File: src/rtl/grid6_pkg.sv
// Shared constants and types for the 2x3 grid two-colouring search engine.
package grid6_pkg;

  localparam int NV        = 6;
  localparam int NUM_EDGES = 7;
  localparam int CNT_W     = 7;

  typedef struct packed {
    logic [2:0] a;
    logic [2:0] b;
  } edge_t;

  // Grid 0-1-2 / 3-4-5
  localparam edge_t EDGES [NUM_EDGES] = '{
    '{a: 3'd0, b: 3'd1},
    '{a: 3'd0, b: 3'd3},
    '{a: 3'd1, b: 3'd2},
    '{a: 3'd1, b: 3'd4},
    '{a: 3'd2, b: 3'd5},
    '{a: 3'd3, b: 3'd4},
    '{a: 3'd4, b: 3'd5}
  };

  localparam logic [NV-1:0] LAST_CAND = '1;

  typedef enum logic [1:0] {
    IDLE   = 2'd0,
    SEARCH = 2'd1,
    FOUND  = 2'd2
  } search_state_t;

endpackage

File: src/rtl/grid6_edge_check.sv
// Combinational check that a two-colouring is proper on every grid edge.
module grid6_edge_check
  import grid6_pkg::*;
(
  input  logic [NV-1:0] c_i,
  output logic          ok_o
);

  always_comb begin
    ok_o = 1'b1;
    for (int i = 0; i < NUM_EDGES; i++) begin
      ok_o = ok_o & (c_i[EDGES[i].a] ^ c_i[EDGES[i].b]);
    end
  end

endmodule

File: src/rtl/grid6_coloring_search.sv
// Walks candidates 0..63 through the edge checker and streams proper colourings.
// state  | meaning
// IDLE   | waiting for start; pins and count hold last search
// SEARCH | evaluating one candidate per cycle
// FOUND  | sol_valid high, waiting for sol_ready
module grid6_coloring_search
  import grid6_pkg::*;
(
  input  logic             clk_i,
  input  logic             rst_ni,
  input  logic             start_i,
  input  logic             abort_i,
  input  logic [NV-1:0]    pin_en_i,
  input  logic [NV-1:0]    pin_val_i,
  output logic             busy_o,
  output logic             sol_valid_o,
  input  logic             sol_ready_i,
  output logic [NV-1:0]    sol_o,
  output logic             done_o,
  output logic [CNT_W-1:0] sol_cnt_o
);

  search_state_t    state_q, state_d;
  logic [NV-1:0]    cand_q, cand_d;
  logic [NV-1:0]    pin_en_q, pin_en_d;
  logic [NV-1:0]    pin_val_q, pin_val_d;
  logic [NV-1:0]    sol_q, sol_d;
  logic             sol_valid_q, sol_valid_d;
  logic             busy_q, busy_d;
  logic             done_q, done_d;
  logic [CNT_W-1:0] cnt_q, cnt_d;
  logic             edge_ok;
  logic             cand_ok;
  logic             handshake;
  logic             last_cand;

  grid6_edge_check u_edge_check (
    .c_i  (cand_q),
    .ok_o (edge_ok)
  );

  assign cand_ok   = edge_ok && (((cand_q ^ pin_val_q) & pin_en_q) == '0);
  assign handshake = sol_valid_q && sol_ready_i;
  assign last_cand = (cand_q == LAST_CAND);

  always_ff @(posedge clk_i or negedge rst_ni) begin
    if (!rst_ni) begin
      state_q     <= IDLE;
      cand_q      <= '0;
      pin_en_q    <= '0;
      pin_val_q   <= '0;
      sol_q       <= '0;
      sol_valid_q <= 1'b0;
      busy_q      <= 1'b0;
      done_q      <= 1'b0;
      cnt_q       <= '0;
    end else begin
      state_q     <= state_d;
      cand_q      <= cand_d;
      pin_en_q    <= pin_en_d;
      pin_val_q   <= pin_val_d;
      sol_q       <= sol_d;
      sol_valid_q <= sol_valid_d;
      busy_q      <= busy_d;
      done_q      <= done_d;
      cnt_q       <= cnt_d;
    end
  end

  always_comb begin
    state_d = state_q;
    unique case (state_q)
      IDLE:    if (start_i) state_d = SEARCH;
      SEARCH: begin
        if (abort_i)        state_d = IDLE;
        else if (cand_ok)   state_d = FOUND;
        else if (last_cand) state_d = IDLE;
      end
      FOUND: begin
        if (abort_i)        state_d = IDLE;
        else if (handshake) state_d = last_cand ? IDLE : SEARCH;
      end
      default:              state_d = IDLE;
    endcase
  end

  always_comb begin
    cand_d      = cand_q;
    pin_en_d    = pin_en_q;
    pin_val_d   = pin_val_q;
    sol_d       = sol_q;
    sol_valid_d = sol_valid_q;
    busy_d      = busy_q;
    done_d      = 1'b0;
    cnt_d       = cnt_q;
    unique case (state_q)
      IDLE: begin
        if (start_i) begin
          cand_d    = '0;
          cnt_d     = '0;
          pin_en_d  = pin_en_i;
          pin_val_d = pin_val_i;
          busy_d    = 1'b1;
        end
      end
      SEARCH: begin
        if (abort_i) begin
          busy_d      = 1'b0;
          sol_valid_d = 1'b0;
        end else if (cand_ok) begin
          sol_d       = cand_q;
          sol_valid_d = 1'b1;
        end else if (last_cand) begin
          busy_d = 1'b0;
          done_d = 1'b1;
        end else begin
          cand_d = cand_q + 1'b1;
        end
      end
      FOUND: begin
        // abort wins over a same-cycle handshake, so that solution is not counted
        if (abort_i) begin
          busy_d      = 1'b0;
          sol_valid_d = 1'b0;
        end else if (handshake) begin
          sol_valid_d = 1'b0;
          cnt_d       = cnt_q + 1'b1;
          if (last_cand) begin
            busy_d = 1'b0;
            done_d = 1'b1;
          end else begin
            cand_d = cand_q + 1'b1;
          end
        end
      end
      default: begin
        busy_d      = 1'b0;
        sol_valid_d = 1'b0;
      end
    endcase
  end

  assign busy_o      = busy_q;
  assign sol_valid_o = sol_valid_q;
  assign sol_o       = sol_q;
  assign done_o      = done_q;
  assign sol_cnt_o   = cnt_q;

endmodule
File: config.mk
export PLATFORM = sky130hd
export DESIGN_NAME = grid6_coloring_search
export DESIGN_NICKNAME = d
export VERILOG_FILES = /design/src/rtl/grid6_pkg.sv /design/src/rtl/grid6_edge_check.sv /design/src/rtl/grid6_coloring_search.sv
export SDC_FILE = /design/constraint.sdc
export NUM_CORES = 1
export LEC_CHECK = 0
export CAP_MARGIN = 20
export CORE_UTILIZATION = 56
export DETAILED_ROUTE_END_ITERATION = 6
export PLACE_DENSITY = 0.9
export SYNTH_ARGS = -nofsm -noshare
export SYNTH_HDL_FRONTEND = slang
export SYNTH_SLANG_ARGS = --single-unit
File: constraint.sdc
create_clock -name clk_i -period 3.9 [get_ports clk_i]
set_clock_uncertainty 0.15 [all_clocks]
set_input_delay 0.78 -clock clk_i [delete_from_list [all_inputs] [get_ports clk_i]]
set_output_delay 0.78 -clock clk_i [all_outputs]
set_load 0.03 [all_outputs]
Word level (Yosys, flattened, before mapping)
Cells that the tools add are included.
W data, S select, Z words.
{ "totals": {"ff_bits": 36, "output_inout_bits": 16, "elab_cells": 90, "in_bits": 17} }
{ "op_classes": {"n_eq_ne": 12, "n_reduce_logical": 13, "muxes": 37, "n_addsub": 2, "n_bitwise": 17} }
{ "op_table": {"columns": ["cell", "count"], "rows": [
  ["$mux W6", 6],
  ["$mux W7", 3],
  ["$pmux W6 S3", 1],
  ["$mux W1", 16],
  ["$pmux W7 S2", 1],
  ["$mux W2", 6],
  ["$reduce_and A3 Y1", 4],
  ["$ne A2 B2 Y1 const B", 5],
  ["$ne A3 B3 Y1 const B", 3],
  ["$add A7 B1 Y7 const B", 1],
  ["$xor A1 B1 Y1", 7],
  ["$add A6 B1 Y6 const B", 1],
  ["$and A1 B1 Y1", 6],
  ["$and A6 B6 Y6", 1],
  ["$eq A6 B6 Y1 const B", 1],
  ["$logic_not A6 Y1", 1],
  ["$pmux W1 S3", 2],
  ["$pmux W2 S3", 1],
  ["$reduce_and A6 Y1", 1],
  ["$xor A6 B6 Y6", 1],
  ["$ne A4 B4 Y1 const B", 1],
  ["$reduce_and A4 Y1", 1],
  ["$reduce_bool A3 Y1", 1],
  ["$eq A2 B1 Y1 const B", 1],
  ["7 further kinds", 9]
]} }

Logic depth before layout (Yosys ltp)
Gate-level depths: netlist of the first run.
{ "depth": {"ltp_word": 11, "mapped_depth": 10, "ltp_nobuf": 8} }

By module
Synthesis of the first run repeated with hierarchy kept, for this count alone.
{ "unflattened": {"cells_unflattened": 172, "hier_area_um2": 1890.6} }
{ "by_module_without_submodules": {"columns": ["module", "seq_area_each_um2", "area_each_um2", "instances", "cells_per_inst"], "rows": [
  ["grid6_coloring_search", 900.9, 1849.3, 1, 167],
  ["grid6_edge_check", 0.0, 41.3, 1, 5]
]} }

Worst setup path after synthesis of the first run
No wires, ideal clock.
{ "synth_path": {"kind": "register to register", "start": "register cand_q[4]", "end": "register busy_q, in the netlist busy_o", "n_path_buf": 0, "arrival_ns": 1.963, "setup_ns": 0.128, "required_ns": 3.622, "setup_slack_ns": 1.660, "synth_period_minus_slack_ns": 2.240, "stages_incl_launch_ff": 8, "path_cell_list": "dfrtp_1 ha_1 nand4_1 nor4_2 nand2_1 nor4b_4 a311oi_1 mux2_1"} }
{ "synth_via": {"elab_chain_len": 8} }
{ "synth_lines": {"columns": ["element", "line", "source"], "rows": [
  ["start, declared", "grid6_coloring_search.sv:24", "logic [NV-1:0] cand_q, cand_d;"],
  ["start signal, assigned", "grid6_coloring_search.sv:59", "cand_q <= cand_d;"],
  ["$xor A1 B1 Y1", "grid6_edge_check.sv:12", "ok_o = ok_o & (c_i[EDGES[i].a] ^ c_i[EDGES[i].b]);"],
  ["$and A1 B1 Y1 (4 in a row)", "grid6_edge_check.sv:12", null],
  ["$logic_and A1 B1 Y1", "grid6_coloring_search.sv:42", "assign cand_ok = edge_ok && (((cand_q ^ pin_val_q) & pin_en_q) == '0);"],
  ["$ne A3 B3 Y1 (no line)", null, null],
  ["$reduce_and A3 Y1 (no line)", null, null],
  ["end signal, assigned", "grid6_coloring_search.sv:64", "busy_q <= busy_d;"],
  ["end, declared", "grid6_coloring_search.sv:29", "logic busy_q, busy_d;"]
]} }
Several ways; a longest one is shown, not always the timed one. The select of a mux whose other input is x is not followed.
A chain may end at the register's enable or synchronous reset.

Worst setup path after layout of the first run
{ "layout_path": {"start": "input abort_i", "end": "register cnt_q[4], in the netlist sol_cnt_o[4]"} }
{ "layout_via": {"elab_chain_len": 2} }
{ "layout_lines": {"columns": ["element", "line", "source"], "rows": [
  ["start, declared", "grid6_coloring_search.sv:12", "input logic abort_i,"],
  ["$ne A2 B2 Y1 (no line)", null, null],
  ["$reduce_and A4 Y1 (no line)", null, null],
  ["end signal, assigned", "grid6_coloring_search.sv:66", "cnt_q <= cnt_d;"],
  ["end, declared", "grid6_coloring_search.sv:31", "logic [CNT_W-1:0] cnt_q, cnt_d;"]
]} }
No other way between the ends.

==> out/metrics.csv, run 1 <==
stage,metric,value,unit
status,run status,completed,
global_route,largest net degree at the start of global routing,37,
worst_setup_path,CP Max Fanout,11,
finish,# nets final,239,
synth,"flops & latches, synth",36,
finish,"commonest non-fill, non-tap cell in the layout",dfrtp_1,
drt,Avg WL per Cell,15.1,µm
clock_network,worst skew pair latency,0.34,ns
power_and_ir_drop,static leakage,1.05,nW
die,Die W,60.7,µm
power_and_ir_drop,worst IR drop on VDD,0.000379,V
synth,Synthesized Nets,207,
global_route,vias in the first global route,1440,
timing,setup_tns,0,ns
placed_design,IO Port Bufs,32,
finish,Fillers,229,
finish,diode count,0,
worst_hold_path,Hold Path Class,register to register,
finish,synth-to-layout area growth,22.4,%
timing,Slew Limit Fails,0,
timing,Worst Max-Slew Pin Slew,1.12,ns
clock_network,htree depth,2,
global_route,GRT met1 Usage,0.319,
worst_setup_path,WS Path Type,input port to register,
clock_network,CTS tree,built,
placed_design,Area after DPL,2280,µm²
finish,"commonest non-fill, non-tap cells in the layout","dfrtp_1, clkdlybuf4s50_1, nand2_1, mux2_2, o21ai_0",
die,Die ar.,3690,µm²
timing,Tcrit/Tclk final,0.788,
die,I/O pin cnt,33,
clock_network,post-CTS setup buffer count,0,
timing,WHS,0.368,ns
global_route,global-route wire length before repair,6.68,mm
placed_design,GP Congestion,0.860,
timing,min Tclk post-route,3.07,ns
synth,Yosys warning count,0,
placed_design,Detail Placement HPWL,2.87,mm
drt,vias per inst,5.79,
timing,slew margin rel.,0.244,
clock_network,register clock-pin slew on the reported worst setup and hold paths,0.11,ns
synth,Synth Cell Area,1930,µm²
drt,Detailed Route WL,3.90,mm
drt,# DRC,0,
global_route,initial antenna violation count,0,
timing,Peak Freq,325,MHz
worst_setup_path,Worst Setup End Kind,register,
global_route,gr busiest metal,met2,
timing,Finish-stage setup viols,0,
finish,area occupied by multi-input gates,977,µm²
power_and_ir_drop,power per cell area,620,nW/µm²
synth,Post-Synthesis Cells,181,
drt,DR pass1 iterations,4,
die,chip height,60.7,µm
global_route,grt ovf,0,
worst_setup_path,Arrival @ worst endpoint,3.16,ns
synth,Yosys cell types,37,
synth,sequential share of the synthesized area,0.467,
clock_network,Bufs on Longest Clock Path,2,
run,max-cap viol count,0,
drt,Iter 0 DRT Violations,107,
die,Initial Util,0.612,
global_route,M3 GR Usage,0.0661,
synth,Avg Synthesized Cell Area,10.7,µm²
clock_network,"Hold-fix buffers, CTS",0,
clock_network,CTS-repair resized insts,0,
global_route,met2 usage,0.405,
clock_network,total clock sinks,36,
drt,routed vias,1494,
timing,"Hold Violations, Final",0,
global_route,GRT Total Usage,0.253,
worst_setup_path,WP data required,3.99,ns
worst_setup_path,startpoint types,input port,
clock_network,CTS Buf Count,5,
finish,area occupied by registers,901,µm²
drt,post-route ant nets,0,
finish,share of cells above drive strength 1,0.164,
timing,RSZ-0062 raised after global routing,no,
die,number of core rows,20,
clock_network,Root Driver,clkbuf_4,
die,core area,3150,µm²
finish,Final Cell Area,2360,µm²
[critical path: stages]
cell,delay (ns)
clkdlybuf4s50_1,0.65
nor2b_1,0.17
nor2b_1,0.20
o21ai_0,0.89
nor3_1,0.11
a21o_1,0.20
a22o_1,0.17
[metrics by stage]
step                      cells  power [W]  worst slack [ns]   util
after global routing        258    0.00158             0.705  0.750
after global placement      250    0.00116             0.746  0.724
after detailed placement    250    0.00120             0.568  0.724
final                       258    0.00146             0.827  0.750
after CTS                   258    0.00147             0.908  0.750
after floorplan             181    0.00104              1.66      -
[layer usage]
layer,share of wire,vias to the layer above,wire (µm)
li1,-,710,-
met1,0.42,718,1630
met2,0.49,52,1920
met3,0.054,14,212
met4,0.034,0,131
met5,0,-,0
[final cells by class]
type	instances	share of cell area
tap	44	0.0233
sequential	36	0.381
clock buffer	5	0.0159
clock inverter	3	0.0180
multi-input combinational	132	0.413
timing repair buffer	34	0.142
inverter	4	0.00635
[sequential cells by signal, summed over array words and instances, names as in the netlist]
signal	cells
sol_cnt_o	7
cand_q	6
pin_en_q	6
pin_val_q	6
sol_o	6
state_q	2
busy_o	1
done_o	1
sol_valid_o	1
[report_power, final]
part	switching, W	leakage (nW)	internal [W]
clock	0.000124	0.0412	0.000134
combinational	0.000307	0.544	0.000286
sequential	0.000126	0.460	0.000487
[cells by family after synthesis]
group                    synth area share
AO/OA/AOI/OAI                       0.112
multiplexers                        0.122
flip-flops                          0.467
buffers and inverters              0.0272
XOR/XNOR                           0.0408
AND/OR/NAND/NOR                     0.172
adder cells (fa/ha/maj)            0.0583
[synth_stat cells]
cell type,number,area share
dfrtp_1,36,0.47
nand2_1,23,0.045
mux2_2,20,0.12
o21ai_0,12,0.031
nand3_1,10,0.026
ha_1,9,0.058
a22o_1,7,0.032
xor2_1,6,0.027
clkbuf_1,5,0.0097
nor2b_1,5,0.016
a22oi_1,4,0.016
inv_1,4,0.0078
nor2_1,4,0.0078
nand2b_1,3,0.0097
or3_1,3,0.0097
xnor2_1,3,0.014
a21o_1,2,0.0078
a21oi_1,2,0.0052
and3_1,2,0.0065
buf_2,2,0.0052
nor3_1,2,0.0052
or4b_2,2,0.010
a211o_1,1,0.0045
a311oi_1,1,0.0045
a31oi_1,1,0.0032
and2_1,1,0.0032
buf_1,1,0.0019
clkbuf_2,1,0.0026
mux2_1,1,0.0058
nand3b_1,1,0.0039
nand4_1,1,0.0032
nor3b_1,1,0.0039
nor4_2,1,0.0065
nor4b_4,1,0.012
o211ai_1,1,0.0039
o221ai_1,1,0.0045
or2_2,1,0.0032
[path summary, 6_finish.rpt]
kind	cells past startpoint	to	start	slack, ns
max reg2reg	9	cand_q[3]	state_q[1]	1.01
min	1	sol_o[3]	sol_o[3]	0.37
max in group asynchronous	2	sol_o[5]	rst_ni	2.60
min reg2reg	1	sol_o[3]	sol_o[3]	0.37
min in group asynchronous	2	busy_o	rst_ni	0.68
max	7	sol_cnt_o[4]	abort_i	0.83
Note: power is estimated with default switching activity, not from simulation.
==> inputs of run 2 (changes only) <==
Settings changed: CORE_UTILIZATION 56 to 47, PLACE_DENSITY 0.9 to 0.81.
Clock period 3.9 ns to 2.7 ns, I/O delays scaled along.
==> out/metrics.csv, run 2 (same netlist as run 1, synthesis figures left out) <==
stage,metric,value,unit,change
finish,# nets final,246,,+2.9%
placed_design,setup slack at placement,0.143,ns,-0.424 ns
timing,min Tclk post-route,2.45,ns,
clock_network,register clock-pin slew on the reported worst setup and hold paths,0.07,ns,-0.04 ns
drt,# DRC,0,,unchanged
finish,"commonest non-fill, non-tap cells in the layout","dfrtp_1, clkdlybuf4s50_1, nand2_1, mux2_2, o21ai_0",,
worst_setup_path,worst reg-to-reg setup slack,0.25,ns,-0.76 ns
worst_setup_path,CP max stage delay,0.49,ns,-0.40 ns
clock_network,htree depth,2,,unchanged
worst_setup_path,Worst Path Buf+Inv,1,,unchanged
run,max-cap viol count,0,,unchanged
global_route,M3 GR Usage,0.0431,,-0.0230
placed_design,Post-Place Cells,261,,+4.4%
finish,synth-to-layout area growth,26.8,%,
clock_network,total clock sinks,36,,unchanged
power_and_ir_drop,power per cell area,911,nW/µm²,+47%
finish,number of flip-flops in the largest register,7,,unchanged
clock_network,CTS tree,built,,
power_and_ir_drop,static leakage,1.09,nW,+4.7%
clock_network,Bufs on Longest Clock Path,2,,unchanged
drt,Iter 0 DRT Violations,93,,-13%
worst_hold_path,worst hold path stage count,1,,unchanged
global_route,global-route wire length before repair,6.76,mm,+1.2%
timing,Peak Freq,409,MHz,
global_route,gr busiest metal,met2,,
clock_network,CTS Buf Count,5,,unchanged
worst_setup_path,worst r2r src,cand_q[0],,
placed_design,IO Port Bufs,32,,unchanged
worst_hold_path,Hold Path Class,register to register,,
worst_hold_path,min-delay src,busy_o,,
timing,Tcrit/Tclk final,0.906,,
timing,Worst Max-Slew Pin Slew,0.442,ns,-0.680 ns
die,chip height,66.1,µm,+8.9%
die,number of core rows,22,,+10%
clock_network,"Hold-fix buffers, CTS",0,,unchanged
clock_network,worst skew pair latency,0.29,ns,-0.05 ns
timing,slew margin rel.,0.706,,+0.461
finish,share of cells above drive strength 1,0.186,,+0.0220
timing,final setup margin,0.255,ns,-0.572 ns
finish,"commonest non-fill, non-tap cell in the layout",dfrtp_1,,
drt,Avg WL per Cell,14.0,µm,-7.2%
global_route,GRT met1 Usage,0.273,,-0.0458
status,run status,completed,,
worst_setup_path,slowest cell on the critical path,dfrtp_1,,
worst_setup_path,Worst Setup End Kind,register,,
placed_design,GP Congestion,0.847,,-1.5%
worst_setup_path,critical path's top delay family,simple AND/OR/NAND/NOR gates,,
drt,vias per inst,5.54,,-4.4%
clock_network,Root Driver,clkbuf_8,,
timing,Slew Limit Fails,0,,unchanged
die,I/O pin cnt,33,,unchanged
global_route,grt ovf,0,,unchanged
timing,Finish-stage setup viols,0,,unchanged
drt,Detailed Route WL,3.77,mm,-3.2%
die,Die W,66.1,µm,+8.9%
global_route,GRT Total Usage,0.206,,-0.0464
global_route,largest net degree at the start of global routing,37,,unchanged
finish,diode count,0,,unchanged
worst_setup_path,critical path depth,7,,unchanged
global_route,initial antenna violation count,0,,unchanged
timing,setup_tns,0,ns,unchanged
worst_setup_path,crit path from,cand_q[0],,
timing,RSZ-0062 raised after global routing,no,,
worst_setup_path,WS Path Type,register to register,,
worst_setup_path,CP Cell Sequence,ha_1 -> nand4_1 -> nor4_2 -> nand2_1 -> nor4b_4 -> buf_4 -> mux2_2,,
die,Die ar.,4370,µm²,+18%
clock_network,CTS-repair resized insts,0,,unchanged
worst_setup_path,WP data required,2.72,ns,-1.27 ns
global_route,vias in the first global route,1505,,+4.5%
drt,post-route ant nets,0,,unchanged
worst_setup_path,number of cells on the worst reg-to-reg path,7,,-2
die,core area,3800,µm²,+20%
finish,Final Util,0.645,,-0.105
drt,routed vias,1489,,-0.33%
placed_design,Detail Placement HPWL,2.79,mm,-2.8%
timing,WHS,0.346,ns,-0.0220 ns
global_route,met2 usage,0.321,,-0.0836
power_and_ir_drop,worst IR drop on VDD,0.000428,V,+13%
worst_setup_path,CP Max Fanout,8,,-3
timing,"Hold Violations, Final",0,,unchanged
clock_network,post-CTS setup buffer count,0,,unchanged
finish,"non-filler cells, final",269,,+4.3%
worst_setup_path,startpoint types,register,,
drt,DR pass1 iterations,4,,unchanged
worst_setup_path,Arrival @ worst endpoint,2.47,ns,-0.69 ns
die,Initial Util,0.508,,-0.104
==> run 2: final cells by class <==
cell class                      count  area [µm²]
Fill cell                         315        1350
Multi-Input combinational cell    132         977
Sequential cell                    36         901
Timing Repair Buffer               41         388
Clock buffer                        6        72.6
Tap cell                           48        60.1
Clock inverter                      2        35.0
Inverter                            4        15.0
==> run 2: layer usage <==
| layer | share of wire | vias to the layer above |
|---|---|---|
| met4 | 0.017 | 0 |
| met3 | 0.037 | 7 |
| met1 | 0.47 | 730 |
| met5 | 0 | - |
| li1 | - | 720 |
| met2 | 0.47 | 32 |
==> run 2: power breakdown <==
group / switching [W] / internal (W) / leakage, nW / total, W
logic: 0.000446 / 0.000443 / 0.579 / 0.000889
clock network: 0.000186 / 0.000274 / 0.0552 / 0.000460
registers: 0.000178 / 0.000705 / 0.460 / 0.000883
==> run 2: final timing paths <==
check                          endpoint
setup reg to reg               sol_o[1]
max in group asynchronous  sol_cnt_o[0]
hold / removal                   busy_o
setup / recovery               sol_o[1]
min in group asynchronous     cand_q[2]
hold reg to reg                  busy_o
==> run 2: through the flow <==
step	cell area [µm²]	power, W
floorplan	1930	0.00151
detailed placement	2340	0.00178
finish	2450	0.00223
global route	2450	0.00241
global placement	2340	0.00174
CTS	2450	0.00225
==> inputs of run 3 (changes only) <==
Settings changed: CORE_UTILIZATION 47 to 56, PLACE_DENSITY 0.81 to 0.9.
Clock period 2.7 ns to 3.1 ns, I/O delays scaled along.
==> out/metrics.csv, run 3 (same netlist as run 1, synthesis figures left out) <==
stage,metric,value,unit,change
status,run status,completed,,
clock_network,Bufs on Longest Clock Path,2,,unchanged
clock_network,"Hold-fix buffers, CTS",0,,unchanged
power_and_ir_drop,worst IR drop on VDD,0.000435,V,+1.7%
timing,slew margin rel.,0.253,,-0.453
drt,routed vias,1492,,+0.20%
placed_design,Detail Placement HPWL,3.07,mm,+10%
placed_design,GP Congestion,0.894,,+5.6%
clock_network,CTS-repair resized insts,0,,unchanged
timing,WHS,0.346,ns,-0.000615 ns
clock_network,register clock-pin slew on the reported worst setup and hold paths,0.11,ns,+0.04 ns
clock_network,CTS Buf Count,5,,unchanged
power_and_ir_drop,Net Switching,0.000703,W,-13%
worst_setup_path,CP Max Fanout,11,,+3
power_and_ir_drop,power per cell area,780,nW/µm²,-14%
global_route,grt ovf,0,,unchanged
finish,"commonest non-fill, non-tap cell in the layout",dfrtp_1,,
clock_network,post-CTS setup buffer count,0,,unchanged
timing,Slew Limit Fails,0,,unchanged
clock_network,htree depth,2,,unchanged
timing,Tcrit/Tclk final,0.935,,+0.0296
die,core area,3150,µm²,-17%
drt,Detailed Route WL,4.05,mm,+7.4%
worst_setup_path,WS Path Type,register to register,,
placed_design,IO Port Bufs,32,,unchanged
finish,number of flip-flops in the largest register,7,,unchanged
finish,"non-filler cells, final",260,,-3.3%
finish,# nets final,241,,-2.0%
drt,post-route ant nets,0,,unchanged
worst_setup_path,Worst Setup End Kind,register,,
global_route,GRT Total Usage,0.258,,+0.0517
run,max-cap viol count,0,,unchanged
worst_setup_path,startpoint types,register,,
timing,Peak Freq,345,MHz,-16%
clock_network,total clock sinks,36,,unchanged
die,number of core rows,20,,-9.1%
drt,DR pass1 iterations,4,,unchanged
global_route,initial antenna violation count,0,,unchanged
power_and_ir_drop,static leakage,1.06,nW,-3.5%
finish,diode count,0,,unchanged
clock_network,Root Driver,clkbuf_4,,
power_and_ir_drop,Seq pwr share,0.417,,+0.021
timing,"Hold Violations, Final",0,,unchanged
finish,share of cells above drive strength 1,0.167,,-0.0189
drt,vias per inst,5.74,,+3.7%
worst_setup_path,Arrival @ worst endpoint,3.00,ns,+0.53 ns
worst_hold_path,Hold Path Class,register to register,,
worst_setup_path,WP data required,3.20,ns,+0.48 ns
placed_design,Post-Place Cells,252,,-3.4%
timing,Finish-stage setup viols,0,,unchanged
power_and_ir_drop,internal power,0.00115,W,-19%
power_and_ir_drop,sw frac,0.379,,+0.0164
die,chip height,60.7,µm,-8.1%
finish,Final Util,0.753,,+0.109
finish,"commonest non-fill, non-tap cells in the layout","dfrtp_1, clkdlybuf4s50_1, nand2_1, mux2_2, o21ai_0",,
die,I/O pin cnt,33,,unchanged
drt,Iter 0 DRT Violations,77,,-17%
die,Die W,60.7,µm,-8.1%
finish,synth-to-layout area growth,23.0,%,
drt,# DRC,0,,unchanged
global_route,largest net degree at the start of global routing,37,,unchanged
global_route,global-route wire length before repair,6.69,mm,-1.1%
timing,RSZ-0062 raised after global routing,no,,
power_and_ir_drop,clock network fraction of total power,0.175,,-0.031
timing,setup_tns,0,ns,unchanged
timing,min Tclk post-route,2.90,ns,+0.454 ns
timing,Worst Max-Slew Pin Slew,1.11,ns,+0.668 ns
clock_network,CTS tree,built,,
die,Die ar.,3690,µm²,-16%
die,Initial Util,0.612,,+0.104
drt,Avg WL per Cell,15.6,µm,+11%
global_route,vias in the first global route,1507,,+0.13%
power_and_ir_drop,Combinational Power Share,0.408,,+0.010
clock_network,worst skew pair latency,0.35,ns,+0.06 ns
## run 3: cell count changes in the layout (fill, tap and decap cells not counted)
cell      before  now
clkbuf_8       5    0
clkbuf_4       0    5
buf_4          9    4
## run 3: critical path, cell delays in order, from the launching register on
cell	delay [ns]
dfrtp_1	0.43
inv_1	0.09
ha_1	0.32
nor2b_1	0.23
nor2b_1	0.18
o21ai_0	0.88
nor3_1	0.14
a21o_1	0.22
a22o_1	0.17
## run 3: final cells by class
type,instances,area (µm²)
inverter,4,15.0
clock buffer,6,41.3
fill,232,778
clock inverter,2,35.0
tap,44,55.1
sequential,36,901
timing repair buffer,36,350
multi-input combinational,132,977
## run 3: power by group through the flow
stage               Clock, W  Sequential (W)  Combinational (W)
floorplan                  0        0.000739           0.000575
global placement           0        0.000770           0.000694
detailed placement         0        0.000780           0.000747
CTS                 0.000333        0.000770           0.000752
global route        0.000355        0.000793           0.000849
finish              0.000324        0.000773           0.000755
## run 3: metrics by stage
step | setup slack (ns) | power (W) | instance area, µm²
after detailed placement | 0.179 | 0.00153 | 2300
final | 0.201 | 0.00185 | 2370
after global routing | 0.0614 | 0.00200 | 2370
after CTS | 0.267 | 0.00185 | 2370
after floorplan | 0.860 | 0.00131 | 1930
after global placement | 0.303 | 0.00146 | 2300
## run 3: per-layer routing
metal | routed length, µm | track usage
met4 | 83 | 0.117
met5 | 0 | 0
met3 | 176 | 0.0832
met1 | 1670 | 0.293
met2 | 2120 | 0.444
## run 3: path summary, 6_finish.rpt
path                                 to  slack [ns]  cells past startpoint       start
setup reg to reg           sol_cnt_o[4]        0.20                      8  state_q[0]
max in group asynchronous  pin_val_q[0]        1.96                      2      rst_ni
hold / removal                   busy_o        0.35                      1      busy_o
hold reg to reg                  busy_o        0.35                      1      busy_o
setup / recovery           sol_cnt_o[4]        0.20                      8  state_q[0]
min in group asynchronous     cand_q[5]        0.53                      2      rst_ni
